**config.mk**
```make
export PLATFORM = sky130hd
export DESIGN_NAME = workday_sequencer
export DESIGN_NICKNAME = d
export VERILOG_FILES = /design/src/rtl/workday_pkg.sv /design/src/rtl/workday_step.sv /design/src/rtl/workday_sequencer.sv
export SDC_FILE = /design/constraint.sdc
export NUM_CORES = 1
export LEC_CHECK = 0
export CAP_MARGIN = 20
export CORE_ASPECT_RATIO = 2
export CORE_MARGIN = 5
export CORE_UTILIZATION = 50
export DETAILED_ROUTE_END_ITERATION = 10
export GPL_ROUTABILITY_DRIVEN = 0
export PLACE_DENSITY = 0.75
export SLEW_MARGIN = 30
export SYNTH_ARGS = -nofsm -noshare
export SYNTH_HDL_FRONTEND = slang
export SYNTH_SLANG_ARGS = --single-unit
export TNS_END_PERCENT = 30
```
**constraint.sdc**
```tcl
create_clock -name clk -period 1.95 [get_ports clk]
set_clock_uncertainty 0.05 [all_clocks]
set_input_delay 0.585 -clock clk [delete_from_list [all_inputs] [get_ports clk]]
set_output_delay 0.585 -clock clk [all_outputs]
set_load 0.01 [all_outputs]
```
**src/rtl/workday_pkg.sv**
```systemverilog
// ---------------------------------------------------------------------------
// workday_pkg
// Shared types and helpers for the working-day sequencer.
//   day_e      : weekday encoding, SUNDAY=1 .. SATURDAY=7 (0 is not a day)
//   state_e    : sequencer FSM states
//   DEF_DAYS_IN_MONTH : default month length used by the sequencer and step
//   is_weekend : SAT/SUN test
//   inc_week   : next weekday with SAT -> SUN wrap
// ---------------------------------------------------------------------------
package workday_pkg;

  localparam int DEF_DAYS_IN_MONTH = 30;

  typedef enum logic [2:0] {
    SUNDAY    = 3'd1,
    MONDAY    = 3'd2,
    TUESDAY   = 3'd3,
    WEDNESDAY = 3'd4,
    THURSDAY  = 3'd5,
    FRIDAY    = 3'd6,
    SATURDAY  = 3'd7
  } day_e;

  typedef enum logic [1:0] {
    IDLE = 2'd0,
    ADV  = 2'd1,
    DONE = 2'd2
  } state_e;

  function automatic logic is_weekend(day_e d);
    return (d == SATURDAY) || (d == SUNDAY);
  endfunction

  function automatic day_e inc_week(day_e d);
    logic [2:0] w;
    w = d;
    if (d == SATURDAY) begin
      return SUNDAY;
    end
    w = w + 3'd1;
    return day_e'(w);
  endfunction

endpackage

```
**src/rtl/workday_step.sv**
```systemverilog
// ---------------------------------------------------------------------------
// workday_step
// Combinational one-day advance of a (date, weekday) pair.
//   date_cur [4:0] : current date, 1..DAYS_IN_MONTH
//   week_cur [2:0] : current weekday, SUN=1..SAT=7
//   date_nxt [4:0] : following date, DAYS_IN_MONTH wraps to 1
//   week_nxt [2:0] : following weekday, SAT wraps to SUN
// ---------------------------------------------------------------------------
module workday_step
  import workday_pkg::*;
#(
  parameter int DAYS_IN_MONTH = workday_pkg::DEF_DAYS_IN_MONTH
) (
  input  logic [4:0] date_cur,
  input  logic [2:0] week_cur,
  output logic [4:0] date_nxt,
  output logic [2:0] week_nxt
);

  localparam logic [4:0] LAST_DATE = 5'(DAYS_IN_MONTH);

  always_comb begin
    date_nxt = (date_cur == LAST_DATE) ? 5'd1 : date_cur + 5'd1;
    week_nxt = inc_week(day_e'(week_cur));
  end

endmodule

```
**src/rtl/workday_sequencer.sv**
```systemverilog
// ---------------------------------------------------------------------------
// workday_sequencer
// Computes the first working day reached after advancing N calendar days
// from a start date/weekday, one day per clock, then skipping non-working
// days (SAT/SUN, plus captured holidays when WORKDAY_HOLIDAY_EN is defined).
//
// Optional feature macro: WORKDAY_HOLIDAY_EN
//   defined   : holiday_mask port exists; a set bit i-1 marks date i as a
//               holiday; more than MAX_SKIP skipped days reports err.
//   undefined : only SAT/SUN are non-working.
//
// Ports:
//   clk          : clock, rising edge
//   rst_n        : asynchronous active-low reset
//   start        : request strobe, accepted only in IDLE
//   tod_in [4:0] : start date, 1..DAYS_IN_MONTH
//   week_in[2:0] : start weekday, SUN=1..SAT=7
//   N_in         : calendar days to advance
//   holiday_mask : holiday bitmap (WORKDAY_HOLIDAY_EN only)
//   busy         : request in progress (ADV and DONE states)
//   done         : one-cycle result strobe
//   err          : valid with done; invalid input or skip limit exceeded
//   date_out     : result date (held on err)
//   week_out     : result weekday (held on err)
// ---------------------------------------------------------------------------
module workday_sequencer
  import workday_pkg::*;
#(
  parameter int DAYS_IN_MONTH = DEF_DAYS_IN_MONTH,
  parameter int N_WIDTH       = 3,
  parameter int MAX_SKIP      = 7
) (
  input  logic                     clk,
  input  logic                     rst_n,
  input  logic                     start,
  input  logic [4:0]               tod_in,
  input  logic [2:0]               week_in,
  input  logic [N_WIDTH-1:0]       N_in,
`ifdef WORKDAY_HOLIDAY_EN
  input  logic [DAYS_IN_MONTH-1:0] holiday_mask,
`endif
  output logic                     busy,
  output logic                     done,
  output logic                     err,
  output logic [4:0]               date_out,
  output logic [2:0]               week_out
);

  localparam int                SKIP_W     = $clog2(MAX_SKIP + 1) + 1;
  localparam logic [4:0]        LAST_DATE  = 5'(DAYS_IN_MONTH);
  localparam logic [SKIP_W-1:0] SKIP_LIMIT = SKIP_W'(MAX_SKIP);

  state_e              state, state_nxt;

  logic [4:0]          date_r;
  logic [2:0]          week_r;
  logic [N_WIDTH-1:0]  cnt_r;
  logic [SKIP_W-1:0]   skip_r;
`ifdef WORKDAY_HOLIDAY_EN
  logic [DAYS_IN_MONTH-1:0] hol_r;
  logic [4:0]               hol_idx;
`endif

  logic [4:0]          date_nxt;
  logic [2:0]          week_nxt;

  logic                bad_input;
  logic                non_working;

  // FSM control strobes for the datapath and result registers
  logic                load;
  logic                step;
  logic                count;
  logic                skip_inc;
  logic                fin_ok;
  logic                fin_err;

  assign bad_input = (tod_in == 5'd0) || (tod_in > LAST_DATE) || (week_in == 3'd0);

`ifdef WORKDAY_HOLIDAY_EN
  // date_r is always 1..DAYS_IN_MONTH while in ADV, so the index is in range
  assign hol_idx     = date_r - 5'd1;
  assign non_working = is_weekend(day_e'(week_r)) || hol_r[hol_idx];
`else
  assign non_working = is_weekend(day_e'(week_r));
`endif

  workday_step #(
    .DAYS_IN_MONTH (DAYS_IN_MONTH)
  ) u_step (
    .date_cur (date_r),
    .week_cur (week_r),
    .date_nxt (date_nxt),
    .week_nxt (week_nxt)
  );

  always_ff @(posedge clk or negedge rst_n) begin
    if (!rst_n) begin
      state <= IDLE;
    end else begin
      state <= state_nxt;
    end
  end

  always_comb begin
    state_nxt = state;
    busy      = 1'b0;
    done      = 1'b0;
    load      = 1'b0;
    step      = 1'b0;
    count     = 1'b0;
    skip_inc  = 1'b0;
    fin_ok    = 1'b0;
    fin_err   = 1'b0;
    case (state)
      IDLE: begin
        if (start) begin
          load = 1'b1;
          if (bad_input) begin
            fin_err   = 1'b1;
            state_nxt = DONE;
          end else begin
            state_nxt = ADV;
          end
        end
      end
      ADV: begin
        busy = 1'b1;
        if (cnt_r != '0) begin
          step  = 1'b1;
          count = 1'b1;
        end else if (non_working) begin
          // Taking one more skip would exceed the limit: give up with err
          if (skip_r == SKIP_LIMIT) begin
            fin_err   = 1'b1;
            state_nxt = DONE;
          end else begin
            step     = 1'b1;
            skip_inc = 1'b1;
          end
        end else begin
          fin_ok    = 1'b1;
          state_nxt = DONE;
        end
      end
      DONE: begin
        busy      = 1'b1;
        done      = 1'b1;
        state_nxt = IDLE;
      end
      default: begin
        state_nxt = IDLE;
      end
    endcase
  end

  always_ff @(posedge clk or negedge rst_n) begin
    if (!rst_n) begin
      date_r <= '0;
      week_r <= '0;
      cnt_r  <= '0;
      skip_r <= '0;
`ifdef WORKDAY_HOLIDAY_EN
      hol_r  <= '0;
`endif
    end else if (load) begin
      date_r <= tod_in;
      week_r <= week_in;
      cnt_r  <= N_in;
      skip_r <= '0;
`ifdef WORKDAY_HOLIDAY_EN
      hol_r  <= holiday_mask;
`endif
    end else begin
      if (step) begin
        date_r <= date_nxt;
        week_r <= week_nxt;
      end
      if (count) begin
        cnt_r <= cnt_r - N_WIDTH'(1);
      end
      if (skip_inc) begin
        skip_r <= skip_r + SKIP_W'(1);
      end
    end
  end

  // Results are written on the edge entering DONE so they are valid
  // alongside done; an error leaves the previous date/weekday in place.
  always_ff @(posedge clk or negedge rst_n) begin
    if (!rst_n) begin
      date_out <= '0;
      week_out <= '0;
      err      <= 1'b0;
    end else if (fin_ok) begin
      date_out <= date_r;
      week_out <= week_r;
      err      <= 1'b0;
    end else if (fin_err) begin
      err      <= 1'b1;
    end
  end

endmodule

```
* Word-level counts from Yosys, hierarchy flattened *
Index checks and enable logic that the tools add are counted.

storage, ports and cells
  bits in latches = 0
  logic and storage cells = 76
  memory bits (read-only) = 0
  register bits after elaboration = 26
  input port bits = 14
  output and inout port bits = 11
  RAM bits = 0
  memories kept = 0

operators by class
  reductions and logical operators = 13
  shift operators = 0
  multiply operators = 0
  muxes and demuxes = 41
  add/subtract/negate cells = 4
  equality and inequality tests = 9
  div/mod/pow operators = 0
  bitwise gates (word level) = 0
  order comparisons = 1

operators by type and width
  operator               count
  $mux W1                23
  $mux W3                6
  $mux W5                3
  $mux W2                5
  $mux W4                2
  $reduce_bool A2 Y1     4
  $add A5 B1 Y5 const B  1
  $eq A5 B5 Y1 const B   1
  $gt A5 B5 Y1 const B   1
  $logic_not A5 Y1       1
  $add A4 B1 Y4 const B  1
  $eq A4 B3 Y1 const B   1
  $ne A2 B2 Y1 const B   2
  $pmux W2 S2            1
  $add A3 B1 Y3 const B  1
  $eq A3 B1 Y1 const B   1
  $eq A3 B3 Y1 const B   1
  $logic_not A3 Y1       1
  $logic_or A1 B1 Y1     3
  $ne A3 B3 Y1 const B   1
  $reduce_and A3 Y1      1
  $reduce_bool A3 Y1     1
  $sub A3 B1 Y3 const B  1
  $eq A2 B1 Y1 const B   1
  4 further kinds        4

* Longest topological paths before layout *
Gate-level depths: netlist of run 1.

  word-level depth = 8
  gate-level depth with buffers = 7
  mapped depth without buffers = 6

* Modules after synthesis *
Synthesis of run 1 repeated with hierarchy kept, for this count alone.

second synthesis, totals
  cells, all modules = 157
  area, all modules = 1,515.2 µm²

modules (own cells, without submodules)
  module             area each (µm²)  times used  seq. area each (µm²)  cells each
  workday_sequencer  1,365.1          1           650.6                 139
  workday_step       150.1            1           0.0                   18

* Worst setup path after synthesis of run 1 *
No wires, ideal clock.

  path type = input port to flip-flop
  start = in tod_in[2]
  end = reg state[0]
  buffers on the path = 0
  data required time = 1,776 ps
  arrival time = 1,592 ps
  stages on the path = 4
  slack = 184 ps
  cells stage by stage = or4_4 > mux2i_4 > a2111oi_2 > a211o_1

between the ends
  cells in the longest elaborated chain, start to end = 6
  elaborated cells between the ends (all ways) = 7

RTL lines
  what                                              line                      text
  from (decl)                                       workday_sequencer.sv:36   input logic [4:0] tod_in,
  $gt A5 B5 Y1 or $logic_not A5 Y1 (tied branches)  workday_sequencer.sv:78   assign bad_input = (tod_in == 5'd0) || (tod_in > LAST_DATE) || (week_in == 3'd0);
  $logic_or A1 B1 Y1 * (2 in series)                workday_sequencer.sv:78
  $mux W2 *                                         workday_sequencer.sv:119  if (bad_input) begin
  $mux W2 *                                         workday_sequencer.sv:117  if (start) begin
  $pmux W2 S2 *                                     workday_sequencer.sv:115  case (state)
  to (signal assigned)                              workday_sequencer.sv:101  state <= state_nxt;
  to (decl)                                         workday_sequencer.sv:53   state_e state, state_nxt;

Every way passes the cells marked *; elsewhere a longest branch is shown, timed or not. The select of a mux whose other input is x is not followed.
A chain may end at the register's enable or synchronous reset.

* Worst setup path in the final report of run 1 *
  start = in tod_in[2]
  end = reg state[1]

Same word-level chain as after synthesis.

==> metrics.txt, run 1 <==
sw frac=39.4%; CP top delay family=buffers and inverters; GRT Total Usage=17.3%; CP Cell Sequence=clkdlybuf4s50_1, or4_4, mux2i_4, buf_4, o31ai_1, a2bb2oi_1; static leakage=0.851 nW; share of layout cells above drive strength 1=18.4%; Tmin final=1930 ps; Clock Path Buffers=2; EDFF count, synth=0; DR vias=1,311; Die ar.=4390 um^2; Hold Slack=465 ps; Congestion Overflow GR=0; Rel. slew slack=77.4%; Pre-Repair DR Iteration Count=4; fin area=1970 um^2; H-tree Lvls=1; CTS Hold Bufs=0; final core occ=66.3%; FF+latch count, synth=26; critical path's slowest cell=or4_4; detailed-route wire length=3.42 mm; PortBufs=24; final worst path period share=98.7%; PwrDens=1380 nW/um^2; reg2reg start=week_r[0]$_DFFE_PN0P_; R2R setup slack=110 ps; critical path required time=2100 ps; sequential-to-total area share from yosys stat=41.9%; max-slew violation count=0; worst reg-to-reg path cell count=5; wire length per cell=15.5 um; DRC violations left=0; r2r endpoint=state[0]$_DFFE_PN0P_; row cnt=28; CP Buf/Inv Count=2; outcome=finished, final reports clean; worst vdd ir=706 uV; final hold viol count=0; Power Internal=1.65 mW; CP Max Fanout=2; largest net degree at the start of global routing=27; Endpoint, Worst Hold=date_out[2]$_DFFE_PN0P_; Area Overhead vs Synth=27.1%; Hold Startpoint=date_out[2]$_DFFE_PN0P_; Hold Path Class=reg -> reg; ys async rst share=100%; vias per inst=5.96; CTS Buf Count=3; Root Buffer=clkbuf_8; RSZ-0062 raised after global routing=yes; CTS sink cnt=26; Ys Warns=0; Startpoint Class=input pin; die width=49.4 um; CP Capture Type=register; Avg Cell Area, Syn=10.1 um^2; Yosys cell types=44; Total Neg Setup Slack=0 ps; CTS tree=yes; HPWL after detailed placement=2.58 mm; DP Area=1900 um^2; Core ar.=2980 um^2; ys flop type=dfrtp_1; Clock Latency Late Sink=270 ps; Crit Path Category=in -> reg; Synth Net Count=179; combinational fraction of design power=54.5%; synthesized area=1550 um^2; Worst Tran Pin Value=339 ps; clock network power share=11.0%; Max Fclk=519 MHz; Psw=1.07 mW; clk slew on worst S/H paths=90 ps; Boundary Pins=25; Antenna Cells=0; Max stage delay on crit path=550 ps; Initial Util=52.1%; detailed router's first-iteration violation count=17; Syn Inst Count=154; Hold Path Stages=1; max-cap violations=0; Die H=88.8 um; antenna violations before repair=0; Final nets=217; fin cells=220; Antenna Nets Post-Route=0; DP Cell Count=213; final number of setup-violating endpoints=0; vias in the first global route=1,318; first-pass GRT wire length=5.95 mm; Flop pwr share=34.5%; WP data arrival=2070 ps
## synth_stat cells (2+ instances only)
master,number,area share (%)
ha_1,11,8.9
nand4b_1,2,1.1
inv_1,8,1.9
mux2i_4,2,2.9
nor2_1,12,2.9
mux2_2,6,4.4
nand3_1,5,1.6
o21ai_0,18,5.8
clkbuf_1,4,0.97
dfrtp_1,26,42
a31oi_1,5,2.0
nor3_1,4,1.3
nand2_1,11,2.7
nand3b_1,2,0.97
a21oi_1,5,1.6
xnor2_1,4,2.3
o211ai_1,2,0.97
## power groups by stage
stage | clock network (mW) | logic, mW | registers (mW)
2_1_floorplan | 0 | 0.890 | 0.944
5_1_grt | 0.332 | 1.66 | 0.975
4_1_cts | 0.309 | 1.45 | 0.937
6_report | 0.298 | 1.48 | 0.940
3_3_place_gp | 0 | 1.37 | 0.937
3_5_place_dp | 0 | 1.43 | 0.950
## flip-flops by register name, summed over array words and instances (netlist names)
signal / cells
date_out: 5
date_r: 5
skip_r: 4
cnt_r: 3
week_out: 3
week_r: 3
state: 2
err: 1
## kinds of logic (layout without fill, tap and decap cells)
kind of cell    after synthesis  after routing  share of synthesized area (%)
buf+inv                      14             50                           3.54
flops                        26             26                           41.9
simple gates                 48             48                           17.5
fa+ha+maj                    11             11                           8.86
mux                           9              9                           7.90
xor+xnor                      5              5                           2.82
compound gates               41             41                           17.5
## layer usage
layer / GRT usage, % / vias up / wire, um
met4: 8.83 / 0 / 70
li1: - / 630 / -
met1: 20.3 / 638 / 1360
met5: 0 / - / 0
met2: 30.1 / 37 / 1850
met3: 2.53 / 6 / 131
## worst reg2reg max path: cells and delay by family, from the launching register on
family,cells,cell delay [ps]
AO/OA/AOI/OAI,3,730
flip-flops,1,440
adder cells (fa/ha/maj),1,290
multiplexers,1,270
## worst max path at each step
stage	startpoint	endpoint	slack, ps	cells after the start
3_5_place_dp	tod_in[2]	state[0]$_DFFE_PN0P_	-310	5
3_3_place_gp	tod_in[2]	state[0]$_DFFE_PN0P_	-260	5
6_report	tod_in[2]	state[1]$_DFFE_PN0P_	20	6
2_1_floorplan	tod_in[2]	state[0]$_DFFE_PN0P_	180	4
5_1_grt	tod_in[2]	err$_DFFE_PN0P_	-3	6
4_1_cts	tod_in[2]	state[0]$_DFFE_PN0P_	20	5
## layout make-up
cell class	instances	area, um^2
Clock buffer	3	41.3
Inverter	8	30.0
Fill cell	234	1000
Multi-Input combinational cell	114	850
Sequential cell	26	651
Tap cell	30	37.5
Timing Repair Buffer	39	364
## cell usage in the layout (no fill, tap or decap), types with 2 or more instances in the layout
| cell | instances |
|---|---|
| nand4b_1 | 2 |
| nor3_1 | 4 |
| clkbuf_8 | 3 |
| a21oi_1 | 5 |
| nor2_1 | 12 |
| o21ai_0 | 18 |
| mux2i_4 | 2 |
| nand2_1 | 10 |
| o211ai_1 | 2 |
| nand3_1 | 5 |
| clkdlybuf4s50_1 | 22 |
| buf_4 | 14 |
| nand3b_1 | 2 |
| xnor2_1 | 4 |
| inv_1 | 7 |
| dfrtp_1 | 26 |
| a31oi_1 | 5 |
| mux2_2 | 6 |
| ha_1 | 11 |
## through the flow
stage | total power [mW] | setup slack [ps]
after floorplan | 1.83 | 184
after global placement | 2.31 | -259
after detailed placement | 2.38 | -311
after CTS | 2.69 | 20.8
after global routing | 2.97 | -3.49
final | 2.72 | 24.5
## repair_timing
| action | 4_1_cts | 5_1_grt |
|---|---|---|
| endpoints found under the setup margin | 3 | 8 |
| setup buffers | 2 | 2 |
| cloned | 0 | 0 |
| pin swaps | 1 | 0 |
| resized for setup | 2 | 3 |
Power figures use the tool's default switching activity.
==> inputs of run 2 (changes only) <==
- CORE_MARGIN: 5 -> 2
- PLACE_DENSITY: 0.75 -> 0.76
- SYNTH_HIERARCHICAL: unset -> 1
==> metrics.txt, run 2 <==
antenna violations before repair=0; Tmin final=1890 ps; post-synth top area share=42.9%; row cnt=28; most frequent cells in the layout=26 x dfrtp_1, 20 x clkdlybuf4s50_1, 13 x buf_4; synthesized area=1520 um^2; Die H=81.9 um; Pre-Repair DR Iteration Count=5; Hold Startpoint=date_out[0]$_DFFE_PN0P_; CP Max Fanout=2; Hold Slack=450 ps; vias per inst=6.31; max-slew violation count=0; Root Buffer=clkbuf_8; CP Capture Type=register; DP Area=1880 um^2; largest net degree at the start of global routing=27; Rel. slew slack=76.4%; worst vdd ir=947 uV; H-tree Lvls=1; CTS Buf Count=3; Final nets=217; Setup WS pre-CTS=-309 ps; sequential-to-total area share from yosys stat=42.9%; PortBufs=24; Crit Path Category=in -> reg; Startpoint Class=input pin; die width=42.9 um; ys async rst share=100%; final number of setup-violating endpoints=0; Worst Tran Pin Value=353 ps; Max Fclk=530 MHz; most common cell in the netlist=dfrtp_1; final core occ=67.4%; max-cap violations=0; Clock Latency Late Sink=270 ps; Area Overhead vs Synth=29.4%; detailed router's first-iteration violation count=60; Synth Net Count=181; Top Registers=date_out (5), date_r (5), skip_r (4); Boundary Pins=25; most common cell after layout, fill and taps aside=dfrtp_1; final setup margin=61.9 ps; top cells by count, synth=26 x dfrtp_1, 12 x a21oi_1, 12 x nor2_1, 10 x a31oi_1, 10 x ha_1; total power=2.92 mW; CTS sink cnt=26; WP data arrival=2010 ps; CP Buf/Inv Count=1; ys flop type=dfrtp_1; critical path required time=2070 ps; fin area=1960 um^2; Hold Path Class=reg -> reg; DRC violations left=0; static leakage=0.849 nW; Syn Inst Count=157; final worst path period share=96.8%; reg2reg start=skip_r[0]$_DFFE_PN0P_; Yosys cell types=37; vias in the first global route=1,377; PwrDens=1490 nW/um^2; EDFF count, synth=0; DR vias=1,400; Core ar.=2910 um^2; CP top delay family=simple AND/OR/NAND/NOR gates; Max stage delay on crit path=490 ps; FF+latch count, synth=26; outcome=finished, final reports clean; first-pass GRT wire length=6.31 mm; Die ar.=3510 um^2; share of layout cells above drive strength 1=13.0%; Antenna Cells=0; clk slew on worst S/H paths=90 ps; CP Cell Sequence=clkdlybuf4s50_1, or4_4, mux2i_2, nor2_1, a311oi_2; HPWL after detailed placement=2.95 mm; Fill cells=243; critical path startpoint=tod_in[1]; GRT Total Usage=23.9%; Area contributors post-synth=dfrtp_1 43%, ha_1 8.3%, mux2_1 5.2%; Initial Util=52.1%; Antenna Nets Post-Route=0; Congestion Overflow GR=0; final hold viol count=0; post-synth top area cell=dfrtp_1; wire length per cell=17.3 um; Ys Warns=6; detailed-route wire length=3.83 mm; Clock Path Buffers=2; R2R setup slack=200 ps; CTS tree=yes; critical path's slowest cell=or4_4; Avg Cell Area, Syn=9.65 um^2
## run 2: cell types whose count changed in the layout (fill, tap and decap cells not counted), moves of 4 or more
cell / change
a21oi_1: +7
a31oi_1: +5
mux2_1: +7
mux2_2: -5
nand4_1: +4
o21ai_0: -9
o21ai_1: +8
## run 2: cell families after synthesis
family / synth area share (%)
buf+inv: 3.88
simple gates: 17.3
flops: 42.9
xor+xnor: 2.81
fa+ha+maj: 8.26
mux: 6.61
compound gates: 18.2
## run 2: cell type report
cell class	count	area (um^2)	share of cell area [%]
flip-flops and latches	26	651	33.2
repair buffers	39	382	19.5
clock buffers	4	55.1	2.81
well taps	30	37.5	1.91
multi-input cells	117	813	41.5
inverters	6	22.5	1.15
## run 2: repair_timing
item                                    in CTS  in global routing
buffers inserted                             1                  1
pin swaps                                    0                  4
cloned                                       0                  0
endpoints found under the setup margin       3                  3
resized for setup                            2                  6
endpoints found under the hold margin        0                  0
hold buffers                                 0                  0
## run 2: worst paths after layout
path,end,cells past startpoint
max in group asynchronous,date_r[4]$_DFFE_PN0P_,2
min reg2reg,date_out[0]$_DFFE_PN0P_,1
max reg2reg,state[0]$_DFFE_PN0P_,5
min,date_out[0]$_DFFE_PN0P_,1
max,state[1]$_DFFE_PN0P_,5
min in group asynchronous,date_out[3]$_DFFE_PN0P_,2
## run 2: through the flow
step                      setup TNS (ps)  cells
after floorplan                        0    157
after global placement              -490    216
after detailed placement            -671    216
after CTS                          -8.00    221
after global routing               -12.9    222
final                                  0    222
## run 2: metal layers
layer	share of wire (%)	GRT usage, %	wire (um)
met3	4.0	2.64	152
met2	59	47.1	2260
met1	35	24.8	1350
met5	0	0	0
met4	1.9	9.06	74
## run 2: report_power, final
group / internal (mW) / total [mW] / leakage (nW) / switching (mW)
registers: 0.772 / 1.02 / 0.312 / 0.250
clock network: 0.181 / 0.350 / 0.0288 / 0.169
logic: 0.783 / 1.55 / 0.509 / 0.765
total: 1.74 / 2.92 / 0.849 / 1.18
